[src/rtl/dct_pkg.sv]
`default_nettype none
// ============================================================================
//  Module      : dct_pkg
//  Description : Shared ctl-field layout, lane-count range and helpers for the
//                round-robin lane distributor/collector.
//  Revision    : 1.0 - initial release
// ============================================================================
package dct_pkg;

    // ctl nibble layout: {error[1:0], sop, eop}
    localparam int CTL_EOP    = 0;
    localparam int CTL_SOP    = 1;
    localparam int CTL_ERR_LO = 2;
    localparam int CTL_ERR_HI = 3;
    localparam int CTL_W      = 4;

    localparam int NLANES_MIN = 2;
    localparam int NLANES_MAX = 8;

    localparam int         FI_W   = 4;
    localparam logic [3:0] FI_MAX = 4'd15;

    typedef enum logic [0:0] {
        FR_IDLE = 1'b0,
        FR_BUSY = 1'b1
    } frame_st_e;

    function automatic int lane_idx_w(input int n);
        return (n <= 2) ? 1 : $clog2(n);
    endfunction

endpackage
`default_nettype wire

[src/rtl/dct_skid_slice.sv]
`default_nettype none
// ============================================================================
//  Module      : dct_skid_slice
//  Description : Two-entry skid register slice; registered ready, 1 beat/cycle.
//  Revision    : 1.0 - initial release
// ============================================================================
module dct_skid_slice #(
    parameter int W = 8
) (
    input  logic         clk,
    input  logic         rst,
    input  logic         in_valid_i,
    input  logic [W-1:0] in_data_i,
    output logic         in_ready_o,
    output logic         out_valid_o,
    output logic [W-1:0] out_data_o,
    input  logic         out_ready_i
);

    logic         main_vld_q, main_vld_d;
    logic [W-1:0] main_dat_q, main_dat_d;
    logic         skid_vld_q, skid_vld_d;
    logic [W-1:0] skid_dat_q, skid_dat_d;
    logic         rdy_q, rdy_d;
    logic         in_fire;

    assign in_fire = in_valid_i & rdy_q;

    always_comb begin
        main_vld_d = main_vld_q;
        main_dat_d = main_dat_q;
        skid_vld_d = skid_vld_q;
        skid_dat_d = skid_dat_q;
        if (!main_vld_q || out_ready_i) begin
            // ready is low while the skid entry is occupied, so no input can
            // arrive in the same cycle the skid entry drains into main
            if (skid_vld_q) begin
                main_vld_d = 1'b1;
                main_dat_d = skid_dat_q;
                skid_vld_d = 1'b0;
                skid_dat_d = '0;
            end else begin
                main_vld_d = in_fire;
                main_dat_d = in_fire ? in_data_i : '0;
            end
        end else if (in_fire) begin
            skid_vld_d = 1'b1;
            skid_dat_d = in_data_i;
        end
        rdy_d = ~skid_vld_d;
    end

    always_ff @(posedge clk or posedge rst) begin
        if (rst) begin
            main_vld_q <= 1'b0;
            main_dat_q <= '0;
            skid_vld_q <= 1'b0;
            skid_dat_q <= '0;
            rdy_q      <= 1'b0;
        end else begin
            main_vld_q <= main_vld_d;
            main_dat_q <= main_dat_d;
            skid_vld_q <= skid_vld_d;
            skid_dat_q <= skid_dat_d;
            rdy_q      <= rdy_d;
        end
    end

    assign in_ready_o  = rdy_q;
    assign out_valid_o = main_vld_q;
    assign out_data_o  = main_dat_q;

endmodule
`default_nettype wire

[src/rtl/dct_lane_rr.sv]
`default_nettype none
// ============================================================================
//  Module      : dct_lane_rr
//  Description : Frame-granular round-robin dispatch to NLANES lanes and
//                in-order collection back onto a single stream.
//  Revision    : 1.0 - initial release
// ============================================================================
module dct_lane_rr
    import dct_pkg::*;
#(
    parameter int NLANES = 2,
    parameter int W_IN   = 16,
    parameter int W_OUT  = 16
) (
    input  logic                    clk,
    input  logic                    rst,
    input  logic                    sink_valid,
    input  logic                    sink_sop,
    input  logic                    sink_eop,
    output logic                    sink_ready,
    input  logic [1:0]              sink_error,
    input  logic [W_IN-1:0]         sink_real,
    input  logic [W_IN-1:0]         sink_imag,
    output logic [NLANES-1:0]       lane_sink_valid,
    input  logic [NLANES-1:0]       lane_sink_ready,
    output logic [4*NLANES-1:0]     lane_sink_ctl,
    output logic [W_IN*NLANES-1:0]  lane_sink_real,
    output logic [W_IN*NLANES-1:0]  lane_sink_imag,
    input  logic [NLANES-1:0]       lane_source_valid,
    output logic [NLANES-1:0]       lane_source_ready,
    input  logic [4*NLANES-1:0]     lane_source_ctl,
    input  logic [W_OUT*NLANES-1:0] lane_source_real,
    input  logic [W_OUT*NLANES-1:0] lane_source_imag,
    output logic                    source_valid,
    output logic                    source_sop,
    output logic                    source_eop,
    input  logic                    source_ready,
    output logic [1:0]              source_error,
    output logic [W_OUT-1:0]        source_real,
    output logic [W_OUT-1:0]        source_imag,
    output logic [3:0]              frames_inflight,
    output logic                    err_proto
);

    localparam int             LW        = lane_idx_w(NLANES);
    localparam int             PI_W      = CTL_W + 2 * W_IN;
    localparam int             PO_W      = CTL_W + 2 * W_OUT;
    localparam logic [LW-1:0]  LAST_LANE = LW'(NLANES - 1);

    logic [LW-1:0]   wr_lane_q, wr_lane_d;
    logic [LW-1:0]   rd_lane_q, rd_lane_d;
    logic [FI_W-1:0] fi_q, fi_d;
    logic            err_q, err_d;
    frame_st_e       frame_q, frame_d;

    logic [PI_W-1:0]  in_pld, disp_pld;
    logic             disp_valid, disp_ready, disp_fire, disp_eop;
    logic [CTL_W-1:0] disp_ctl;
    logic [PO_W-1:0]  coll_pld, src_pld;
    logic             coll_valid, coll_ready, coll_fire, coll_eop;
    logic             sink_fire;

    assign in_pld = {sink_error, sink_sop, sink_eop, sink_real, sink_imag};

    dct_skid_slice #(.W(PI_W)) u_in_slice (
        .clk         (clk),
        .rst         (rst),
        .in_valid_i  (sink_valid),
        .in_data_i   (in_pld),
        .in_ready_o  (sink_ready),
        .out_valid_o (disp_valid),
        .out_data_o  (disp_pld),
        .out_ready_i (disp_ready)
    );

    assign disp_ctl   = disp_pld[2*W_IN +: CTL_W];
    assign disp_ready = lane_sink_ready[wr_lane_q];
    assign disp_fire  = disp_valid & disp_ready;
    assign disp_eop   = disp_fire & disp_ctl[CTL_EOP];

    assign coll_valid = lane_source_valid[rd_lane_q];
    assign coll_pld   = {lane_source_ctl[int'(rd_lane_q)*CTL_W +: CTL_W],
                         lane_source_real[int'(rd_lane_q)*W_OUT +: W_OUT],
                         lane_source_imag[int'(rd_lane_q)*W_OUT +: W_OUT]};
    assign coll_fire  = coll_valid & coll_ready;
    assign coll_eop   = coll_fire & coll_pld[2*W_OUT + CTL_EOP];

    for (genvar i = 0; i < NLANES; i++) begin : g_lane
        logic wr_sel, rd_sel;
        assign wr_sel = (wr_lane_q == LW'(i)) & disp_valid;
        assign rd_sel = (rd_lane_q == LW'(i));
        assign lane_sink_valid[i]                = wr_sel;
        assign lane_sink_ctl[i*CTL_W +: CTL_W]   = wr_sel ? disp_ctl : '0;
        assign lane_sink_real[i*W_IN +: W_IN]    = wr_sel ? disp_pld[W_IN +: W_IN] : '0;
        assign lane_sink_imag[i*W_IN +: W_IN]    = wr_sel ? disp_pld[0 +: W_IN] : '0;
        assign lane_source_ready[i]              = rd_sel & coll_ready;
    end

    dct_skid_slice #(.W(PO_W)) u_out_slice (
        .clk         (clk),
        .rst         (rst),
        .in_valid_i  (coll_valid),
        .in_data_i   (coll_pld),
        .in_ready_o  (coll_ready),
        .out_valid_o (source_valid),
        .out_data_o  (src_pld),
        .out_ready_i (source_ready)
    );

    assign source_error = src_pld[2*W_OUT + CTL_ERR_LO +: 2];
    assign source_sop   = src_pld[2*W_OUT + CTL_SOP];
    assign source_eop   = src_pld[2*W_OUT + CTL_EOP];
    assign source_real  = src_pld[W_OUT +: W_OUT];
    assign source_imag  = src_pld[0 +: W_OUT];

    assign sink_fire = sink_valid & sink_ready;

    always_comb begin
        wr_lane_d = wr_lane_q;
        rd_lane_d = rd_lane_q;
        fi_d      = fi_q;
        err_d     = err_q;
        frame_d   = frame_q;

        if (disp_eop)
            wr_lane_d = (wr_lane_q == LAST_LANE) ? '0 : wr_lane_q + LW'(1);
        if (coll_eop)
            rd_lane_d = (rd_lane_q == LAST_LANE) ? '0 : rd_lane_q + LW'(1);

        if (disp_eop && !coll_eop && fi_q != FI_MAX)
            fi_d = fi_q + 4'd1;
        else if (coll_eop && !disp_eop && fi_q != '0)
            fi_d = fi_q - 4'd1;

        // framing is judged at the sink; offending beats still flow through
        if (sink_fire) begin
            if (sink_sop && frame_q == FR_BUSY)
                err_d = 1'b1;
            if (sink_eop && !sink_sop && frame_q == FR_IDLE)
                err_d = 1'b1;
            if (sink_eop)
                frame_d = FR_IDLE;
            else if (sink_sop)
                frame_d = FR_BUSY;
        end
    end

    always_ff @(posedge clk or posedge rst) begin
        if (rst) begin
            wr_lane_q <= '0;
            rd_lane_q <= '0;
            fi_q      <= '0;
            err_q     <= 1'b0;
            frame_q   <= FR_IDLE;
        end else begin
            wr_lane_q <= wr_lane_d;
            rd_lane_q <= rd_lane_d;
            fi_q      <= fi_d;
            err_q     <= err_d;
            frame_q   <= frame_d;
        end
    end

    assign frames_inflight = fi_q;
    assign err_proto       = err_q;

endmodule
`default_nettype wire

[config.mk]
export PLATFORM = sky130hd
export DESIGN_NAME = dct_lane_rr
export DESIGN_NICKNAME = d
export VERILOG_FILES = /design/src/rtl/dct_pkg.sv /design/src/rtl/dct_skid_slice.sv /design/src/rtl/dct_lane_rr.sv
export SDC_FILE = /design/constraint.sdc
export NUM_CORES = 1
export LEC_CHECK = 0
export ABC_AREA = 1
export BUFFER_PORTS_ARGS = -buffer_cell sky130_fd_sc_hd__clkbuf_2
export CAP_MARGIN = 0
export CORE_UTILIZATION = 46
export DETAILED_ROUTE_END_ITERATION = 8
export GPL_TIMING_DRIVEN = 0
export PLACE_DENSITY = 0.8
export SLEW_MARGIN = 15
export SYNTH_ARGS = -nofsm -noshare
export SYNTH_HDL_FRONTEND = slang
export SYNTH_HIERARCHICAL = 1
export SYNTH_SLANG_ARGS = --single-unit
[constraint.sdc]
create_clock -name clk -period 3.3 [get_ports clk]
set_input_delay 0.99 -clock clk [delete_from_list [all_inputs] [get_ports clk]]
set_output_delay 0.99 -clock clk [all_outputs]
set_load 0.01 [all_outputs]
==> results of run 1 <==
## area by class of cell
type / instances / area [µm²]
tap: 265 / 331.6
buffer: 87 / 501.7
clock inverter: 13 / 143.9
multi-input combinational: 969 / 4044
inverter: 209 / 794.5
sequential: 158 / 3954
timing repair buffer: 236 / 1219
fill: 1895 / 8238
clock buffer: 17 / 425.4
antenna: 1 / 2.502
## cell families (layout without fill, tap and decap cells)
family	Yosys count	in the layout	share of synthesized area, %
AO/OA/AOI/OAI	9	9	0.5253
XOR/XNOR	2	2	0.1886
adder cells (fa/ha/maj)	3	3	0.4849
buffers and inverters	296	562	13.90
flip-flops	158	158	42.56
other	0	1	0
AND/OR/NAND/NOR	955	955	42.34
## metal layers
metal | wire [µm] | share of wire, % | global-route usage (%) | up-vias
li1 | - | - | - | 4761
met1 | 11320 | 43 | 34.40 | 4412
met2 | 12460 | 47 | 42.16 | 421
met3 | 2096 | 7.9 | 4.967 | 49
met4 | 650 | 2.5 | 11.09 | 0
met5 | 0 | 0 | 0 | -
## state kept, by name (all words and copies together), names as in the netlist
name,cells
wr_lane_q,1
frame_q,1
g_lane.rd_sel,1
u_out_slice/skid_dat_q,36
u_in_slice/skid_vld_q,1
u_out_slice/skid_vld_q,1
frames_inflight,4
err_proto,1
u_in_slice/out_valid_o,1
u_in_slice/skid_dat_q,36
u_out_slice/out_valid_o,1
u_in_slice/in_ready_o,1
u_out_slice/in_ready_o,1
u_out_slice/out_data_o,36
u_in_slice/out_data_o,36
## stage by stage
stage	util, %	TNS, ns	worst slack [ns]	cell area, µm²
after CTS	58.07	0	0.2332	11410
after floorplan	-	0	0.4000	9289
final	58.09	0	0.2520	11420
after global placement	54.91	-84.71	-0.5675	10790
after global routing	58.07	0	0.07586	11410
after detailed placement	55.18	0	0.6015	10840
## worst max-delay path, delay by kind of cell, from the launching register on
family	cells	cell delay [ns]
DFF	1	0.42
and+or+nand+nor	2	0.46
buffers and inverters	3	0.75
## layout by cell type (no fill, tap or decap), types with 3 or more instances in the layout
cell type   Yosys  final
nand2_1       636    636
clkbuf_2        0    234
nand3_1       223    223
inv_1         201    199
dfrtp_1       158    158
nor2_1         78     78
buf_2          50     50
clkbuf_16       0     17
buf_4          14     14
clkbuf_1       13     13
nand2_2        11     11
inv_2           6      6
clkbuf_4        6      6
a21oi_1         4      4
inv_4           2      4
o21ai_0         3      3
clkinvlp_4      0      3
clkinv_4        0      3
clkinv_2        0      3
## how the worst min path moves through the flow
stage          cells past startpoint                          to                        from  slack, ns
2_1_floorplan                      2    u_in_slice/out_data_o[0]    u_in_slice/out_data_o[0]       0.45
3_3_place_gp                       2  u_out_slice/out_data_o[20]  u_out_slice/out_data_o[20]       0.46
3_5_place_dp                       2   u_in_slice/out_data_o[25]   u_in_slice/out_data_o[25]       0.46
4_1_cts                            2  u_out_slice/out_data_o[32]  u_out_slice/out_data_o[32]       0.48
5_1_grt                            2   u_out_slice/out_data_o[0]   u_out_slice/out_data_o[0]       0.49
6_report                           2   u_out_slice/out_data_o[4]   u_out_slice/out_data_o[4]       0.48
## power by group through the flow
stage | Clock [mW] | Sequential (mW) | Combinational, mW
after floorplan | 0 | 3.18 | 3.83
after global placement | 0 | 3.17 | 5.43
after detailed placement | 0 | 3.19 | 5.58
after CTS | 1.96 | 3.17 | 5.62
after global routing | 2.03 | 3.26 | 6.41
final | 1.93 | 3.17 | 5.65
## Yosys cell counts
cell type,n
a21oi_1,4
buf_2,50
buf_4,14
buf_6,2
buf_8,2
clkbuf_1,13
clkbuf_4,6
dfrtp_1,158
fa_1,1
ha_1,2
inv_1,201
inv_2,6
inv_4,2
nand2_1,636
nand2_2,11
nand2_4,2
nand3_1,223
nand3_2,1
nand4_1,1
nor2_1,78
nor2_2,1
nor2_4,2
o21ai_0,3
o21ai_1,1
o22a_1,1
xor2_1,2
==> impl_metrics.ini, run 1 <==
[run_status]
outcome = finished clean

[final_layout]
syn2layout_area_growth_pct = 22.90
finalNonFillerCells = 1955
final_nets = 1797
drive_above_1_share_pct = 21.73

[grt]
grt_start_max_net_pins = 46
gr-total-overflow = 0
grt_pass1_vias = 8697
grt_first_pass_wirelength_mm = 42.31
grt_usage_pct = 26.18
antenna_found_initial = 0

[floorplan]
dieArea_mm2 = 0.02077
core_area_mm2 = 0.01965
rows = 51
initial_utilization_pct = 47.26
dieHeight_um = 144.1
die_w_um = 144.1
boundaryPins = 235

[timing]
rsz0062_at_grt = no
skew_ns = 0.01109
relSlewSlack_pct = 53.00
setup_viol = 0
period_share_pct = 92.37
min_period_ns = 3.048
worst_pin_slew_ns = 0.7051
fmax_mhz = 328.1
hold_viol = 0
timing.hold.ws_ns = 0.4751
drv_slew = 0

[logic_synthesis]
yosys_warnings = 6
seq_area_frac_synth_pct = 42.56
syn_nets = 1542
ys_ff_latch = 158
yosys-top-cells-area = dfrtp_1 43%, nand2_1 26%, nand3_1 12%, inv_1 8.1%, nor2_1 3.2%
syn_avg_cell_area_um2 = 6.528
yosys.area.top_type = dfrtp_1
synth.distinct_cells = 26
synthCells = 1423
netlist_area_mm2 = 0.009289
yosysTopAreaCellShare_pct = 42.56

[detailed_routing]
drc = 0
first_pass_iters = 5
drtIter0Drc = 711
drt-total-wl_mm = 26.53
vias = 9643
viasPerCell = 4.932
ant_nets = 0
wire_per_inst_um = 13.57

[clock_network]
path_clk_slew_ns = 0.06
cts_tree = built
clock_path_buffers = 2
cts-resized-gates = 0
postCtsHoldBufs = 0
cts_num_sinks = 158
cts_made_buffers = 17
htreeDepth = 4
cts_setup_buffers = 0
clk_latency_ns = 0.42
cts_root_buffer = clkbuf_16

[critical_path]
critical_path_class = flip-flop to output port
cp_cell_sequence = inv_2 -> nand2_1 -> clkbuf_1 -> nor2_1 -> clkbuf_2
cp-end-kind = output port
r2r_start = g_lane[1].rd_sel
r2r_cells = 14
r2r_end = frames_inflight[3]
worst_path_max_delay_cell = clkbuf_1
critPathLaunch = wr_lane_q
critPathLaunchType = flip-flop
worstPathRequired_ns = 2.31
rrSetupSlack_ns = 1.16
endpoint = lane_sink_imag[3]
cp.arrival_ns = 2.06
crit_path_max_fanout = 10
max_stage_delay_ns = 0.54

[power]
switchingPower_mw = 5.012
power_leakage_nw = 7.174
vdd.ir_drop.worst_mv = 0.4210
pwr-share-comb_pct = 52.6
pwr-share-seq_pct = 29.5
p_sw_share_pct = 46.59
power.density_mw_per_mm2 = 942.4
internal_power_mw = 5.746
power_frac_clock_pct = 17.9
total_power_mw = 10.76

[min_path]
min-delay-path-class = flip-flop to flip-flop

[placement]
post-dp-hpwl_mm = 19.18
gp_congestion = 0.8779
dp_cells = 1924
io_buffers = 234

[flow_run]
maxCapViolations = 0
No activity file was read; power rests on OpenSTA's default activity.
==> run 2, diff against run 1 <==
--- a/config.mk
+++ b/config.mk
@@ -11,6 +11,7 @@
 export CORE_UTILIZATION = 46
 export DETAILED_ROUTE_END_ITERATION = 8
 export GPL_TIMING_DRIVEN = 0
+export MAX_ROUTING_LAYER = met4
 export PLACE_DENSITY = 0.8
 export SLEW_MARGIN = 15
 export SYNTH_ARGS = -nofsm -noshare
==> run 2 against run 1 <==
Effect of this change:
- largest power group unchanged
- clock-buffer cell count is the same
- worst setup slack lost 0.011 ns
- clock power is essentially flat
- sequential cell count is the same
- design area is the same
- non-clock buffer count is the same
- worst hold slack is essentially flat
- largest cell class unchanged
==> impl_metrics.ini, run 2 (synthesized netlist as in run 1, its figures left out) <==
[run_status]
outcome = finished clean

[flow_run]
maxCapViolations = 0

[timing]
fmax_mhz = 326.9
period_share_pct = 92.70
timing.hold.ws_ns = 0.4753
rsz0062_at_grt = no
relSlewSlack_pct = 53.26
drv_slew = 0
setup_viol = 0
hold_viol = 0
worst_pin_slew_ns = 0.7011
skew_ns = 0.01124
min_period_ns = 3.059

[floorplan]
initial_utilization_pct = 47.26
boundaryPins = 235
die_w_um = 144.1
rows = 51
dieArea_mm2 = 0.02077
core_area_mm2 = 0.01965
dieHeight_um = 144.1

[detailed_routing]
drc = 0
vias = 9635
route.met2.wl_mm = 12.51
m1WireLength_mm = 11.00
ant_nets = 0
wl_met3_mm = 2.262
highest_layer = met4
wire_per_inst_um = 13.52
drtIter0Drc = 748
drt-total-wl_mm = 26.44
first_pass_iters = 6
viasPerCell = 4.928

[grt]
antenna_found_initial = 0
grt_first_pass_wirelength_mm = 42.34
grt_usage_pct = 26.99
grt_start_max_net_pins = 46
grt_pass1_vias = 8679
gr-total-overflow = 0

[clock_network]
clk_latency_ns = 0.42
cts_setup_buffers = 0
cts_made_buffers = 17
cts_num_sinks = 158
postCtsHoldBufs = 0
path_clk_slew_ns = 0.06
htreeDepth = 4
clock_path_buffers = 2
cts_tree = built
cts-resized-gates = 0
cts_root_buffer = clkbuf_16

[final_layout]
drive_above_1_share_pct = 21.73
layout_common_cells = 636 x nand2_1, 234 x clkbuf_2, 223 x nand3_1
design_area_mm2 = 0.01142
final_util_pct = 58.09
final_nets = 1797
n_fill_cell = 1895
syn2layout_area_growth_pct = 22.90
layout_commonest_cell = nand2_1

[critical_path]
worst_path_max_delay_cell = clkbuf_1
path_buf_inv = 3
worstPathRequired_ns = 2.31
max_stage_delay_ns = 0.55
crit_path_max_fanout = 10
r2r_cells = 14
cp-end-kind = output port
rrSetupSlack_ns = 1.16
cp.depth = 5
cpLargestDelayFamily = buffers and inverters
critical_path_class = flip-flop to output port
cp.arrival_ns = 2.07
cp_cell_sequence = inv_2 -> nand2_1 -> clkbuf_1 -> nor2_1 -> clkbuf_2
critPathLaunchType = flip-flop

[power]
vdd.ir_drop.worst_mv = 0.4184
power_leakage_nw = 7.174
power.density_mw_per_mm2 = 940.9
total_power_mw = 10.74

[placement]
post_dp_cell_area_mm2 = 0.01084
post-dp-hpwl_mm = 19.18
gp_congestion = 0.8924
io_buffers = 234

[min_path]
min-delay-path-class = flip-flop to flip-flop
whs_path_depth = 2
## run 2: cell type report
type,instances,area [µm²],area share [%]
multi-input combinational,969,4044,35.42
sequential,158,3954,34.63
timing repair buffer,236,1219,10.68
inverter,209,794.5,6.960
buffer,87,501.7,4.395
clock buffer,17,425.4,3.726
tap,265,331.6,2.904
clock inverter,13,143.9,1.260
antenna,1,2.502,0.02192
## run 2: per-stage QoR
stage	setup WS [ns]	instances	TNS [ns]
after floorplan	0.4000	1423	0
after global placement	-0.5675	1922	-84.71
after detailed placement	0.6015	1924	0
after CTS	0.2332	1954	0
after global routing	0.07383	1954	0
final	0.2409	1955	0
## run 2: worst paths after layout
| check | start | end |
|---|---|---|
| worst max-delay path | wr_lane_q | lane_sink_imag[3] |
| worst min-delay path | u_out_slice/out_data_o[4] | u_out_slice/out_data_o[4] |
| worst max register to register | g_lane[1].rd_sel | frames_inflight[3] |
| worst min register to register | u_out_slice/out_data_o[4] | u_out_slice/out_data_o[4] |
| max in group asynchronous | rst | u_out_slice/out_data_o[12] |
| min in group asynchronous | rst | wr_lane_q |
## run 2: where the power goes
group / internal (mW) / switching [mW]
combinational: 1.92 / 3.72
clock: 1.11 / 0.813
sequential: 2.71 / 0.464
## run 2: tightest hold or removal path: stages, from the launching register on
cell,delay (ns)
dfrtp_1,0.34
nand2_1,0.05
nand2_1,0.06
## run 2: layer usage
metal  up-vias  GRT usage, %
met3        48         4.934
li1       4766             -
met4         0         10.92
met5         -             -
met1      4399         34.63
met2       422         42.11
==> run 3, diff against run 2 <==
--- a/config.mk
+++ b/config.mk
@@ -5,14 +5,15 @@
 export SDC_FILE = /design/constraint.sdc
 export NUM_CORES = 1
 export LEC_CHECK = 0
-export ABC_AREA = 1
+export ABC_AREA = 0
 export BUFFER_PORTS_ARGS = -buffer_cell sky130_fd_sc_hd__clkbuf_2
 export CAP_MARGIN = 0
 export CORE_UTILIZATION = 46
+export CTS_CLUSTER_SIZE = 12
 export DETAILED_ROUTE_END_ITERATION = 8
 export GPL_TIMING_DRIVEN = 0
 export MAX_ROUTING_LAYER = met4
-export PLACE_DENSITY = 0.8
+export PLACE_DENSITY = 0.69
 export SLEW_MARGIN = 15
 export SYNTH_ARGS = -nofsm -noshare
 export SYNTH_HDL_FRONTEND = slang
==> run 3 against run 2 <==
Effect of this change:
- critical path depth is the same
- design area is 16% lower
- global-route usage down 1.7 points
- wire length shrank 25%
- clock power rose by 8%
- synthesized cell count down 52%
- largest cell class is now sequential cells
- synthesized area shrank 20%
- worst setup slack got worse by 0.079 ns
- cell count shrank 40%
==> impl_metrics.ini, run 3 <==
[grt]
grt_pass1_vias = 5794
grt_usage_pct = 25.28
grt_start_max_net_pins = 60
antenna_found_initial = 0
gr-total-overflow = 0
grt_first_pass_wirelength_mm = 30.92

[floorplan]
dieHeight_um = 129.4
die_w_um = 129.4
boundaryPins = 235
rows = 46
initial_utilization_pct = 46.97
dieArea_mm2 = 0.01673
core_area_mm2 = 0.01589

[clock_network]
cts_root_buffer = clkbuf_16
htreeDepth = 4
path_clk_slew_ns = 0.06
cts_tree = built
cts_made_buffers = 17
postCtsHoldBufs = 0
clock_path_buffers = 2
clk_latency_ns = 0.42
cts_num_sinks = 158
cts_setup_buffers = 0

[critical_path]
worstPathRequired_ns = 2.31
critPathLaunchType = flip-flop
crit_path_max_fanout = 10
cp.arrival_ns = 2.15
cp-end-kind = output port
critical_path_class = flip-flop to output port

[detailed_routing]
drtIter0Drc = 399
ant_nets = 0
viasPerCell = 5.410
vias = 6297
drc = 0
drt-total-wl_mm = 19.91
wire_per_inst_um = 17.10
first_pass_iters = 5

[timing]
relSlewSlack_pct = 47.07
period_share_pct = 95.08
min_period_ns = 3.138
worst_pin_slew_ns = 0.7939
fmax_mhz = 318.7
rsz0062_at_grt = no
setup_viol = 0
final.setup.worst_slack_ns = 0.1623
skew_ns = 0.008574
drv_slew = 0
fin_tns_setup_ns = 0
hold_viol = 0

[logic_synthesis]
netlist_area_mm2 = 0.007461
yosys-top-cells-area = dfrtp_1 53%, a22o_1 8.5%, a22oi_1 7.2%, mux2_2 5.6%, a21oi_1 5.0%
synth_edf_count = 0
synthTopCellsByCount = 158 x dfrtp_1, 75 x a21oi_1, 74 x nor2_1
synthCells = 680
synth_most_common_cell = dfrtp_1
ys_ff_latch = 158
yosysTopAreaCellShare_pct = 52.99
seq_area_frac_synth_pct = 52.99
syn_avg_cell_area_um2 = 10.97
synth.distinct_cells = 43
yosys_warnings = 6
synthFlopType = dfrtp_1
async_flop_share_pct = 100.0
syn_nets = 799
yosys.area.top_type = dfrtp_1

[final_layout]
final_nets = 1054
layout_common_cells = 235 x clkbuf_2, 158 x dfrtp_1, 75 x a21oi_1
diodes = 0
n_fill_cell = 1359
syn2layout_area_growth_pct = 28.46
layout_commonest_cell = clkbuf_2
finalNonFillerCells = 1164
drive_above_1_share_pct = 37.13

[placement]
post-dp-hpwl_mm = 14.52
gp_congestion = 0.8007
dp_cells = 1132
io_buffers = 234
dp_slack_ns = 0.5377

[min_path]
min-delay-path-class = flip-flop to flip-flop

[flow_run]
maxCapViolations = 0

[power]
power_frac_clock_pct = 20.8
internal_power_mw = 6.119
pwr-share-comb_pct = 43.4
switchingPower_mw = 3.827
power.density_mw_per_mm2 = 1038
power_leakage_nw = 4.904
total_power_mw = 9.946
pwr-share-seq_pct = 35.8
p_sw_share_pct = 38.48
vdd.ir_drop.worst_mv = 0.4219

[run_status]
outcome = finished clean
-- run 3: cell count changes after synthesis, moves of 28 or more --
| cell | delta |
|---|---|
| a21oi_1 | +71 |
| a22o_1 | +72 |
| a22oi_1 | +72 |
| and2_1 | +38 |
| and3_1 | +36 |
| buf_2 | -28 |
| inv_1 | -195 |
| mux2_2 | +37 |
| nand2_1 | -629 |
| nand3_1 | -221 |
-- run 3: worst max-delay path, stage by stage, from the launching register on --
cell and delay (ns):
dfrtp_1 0.57, and2b_1 0.18, clkbuf_1 0.33, clkbuf_1 0.34, and2_1 0.19, clkbuf_2 0.13
-- run 3: stage by stage --
stage	utilization, %	instance area [µm²]	hold slack, ns
6_report	60.33	9584	0.4699
5_1_grt	60.33	9584	0.4935
4_1_cts	60.33	9583	0.4709
3_5_place_dp	56.42	8962	0.4573
3_3_place_gp	56.04	8902	0.4499
2_1_floorplan	-	7461	0.4662
-- run 3: power by group through the flow --
stage	combinational, mW	clock (mW)	sequential [mW]
6_report	4.31	2.07	3.56
2_1_floorplan	2.85	0	3.50
3_3_place_gp	4.24	0	3.53
5_1_grt	4.76	2.20	3.67
3_5_place_dp	4.32	0	3.56
4_1_cts	4.34	2.10	3.55
-- run 3: worst paths after layout --
check,start,endpoint,cells past startpoint,slack (ns)
worst max register to register,g_lane[1].rd_sel,u_out_slice/skid_dat_q[28],8,0.62
worst min-delay path,err_proto,err_proto,1,0.47
worst max-delay path,u_in_slice/out_valid_o,lane_sink_imag[10],5,0.16
min in group asynchronous,rst,u_in_slice/skid_dat_q[2],2,0.54
max in group asynchronous,rst,u_out_slice/out_data_o[31],3,2.12
worst min register to register,err_proto,err_proto,1,0.47
-- run 3: layer usage --
| layer | share of wire [%] | global-route usage, % | up-vias |
|---|---|---|---|
| met4 | 1.4 | 7.958 | 0 |
| met5 | 0 | - | - |
| li1 | - | - | 2998 |
| met2 | 48 | 39.44 | 281 |
| met3 | 7.4 | 6.276 | 21 |
| met1 | 43 | 32.44 | 2997 |
-- run 3: area by class of cell --
| class | instances | area (µm²) | share of cell area, % |
|---|---|---|---|
| buffer | 65 | 347.8 | 3.629 |
| clock buffer | 19 | 432.9 | 4.517 |
| clock inverter | 13 | 187.7 | 1.958 |
| inverter | 6 | 27.53 | 0.2872 |
| multi-input combinational | 451 | 3138 | 32.74 |
| sequential | 158 | 3954 | 41.25 |
| tap | 216 | 270.3 | 2.820 |
| timing repair buffer | 236 | 1226 | 12.79 |
-- run 3: repair_timing --
action                                 in CTS  in global routing
gates resized for setup                     0                  2
setup endpoints to repair                   0                 10
endpoints found under the hold margin       0                  0
-- run 3: cell families after synthesis --
kind of cell | count (synthesis) | share of synthesized area, %
fa+ha+maj | 3 | 0.6037
buf+inv | 71 | 4.947
compound gates | 234 | 22.81
flops | 158 | 52.99
xor+xnor | 3 | 0.3522
simple gates | 172 | 12.31
mux | 39 | 5.987
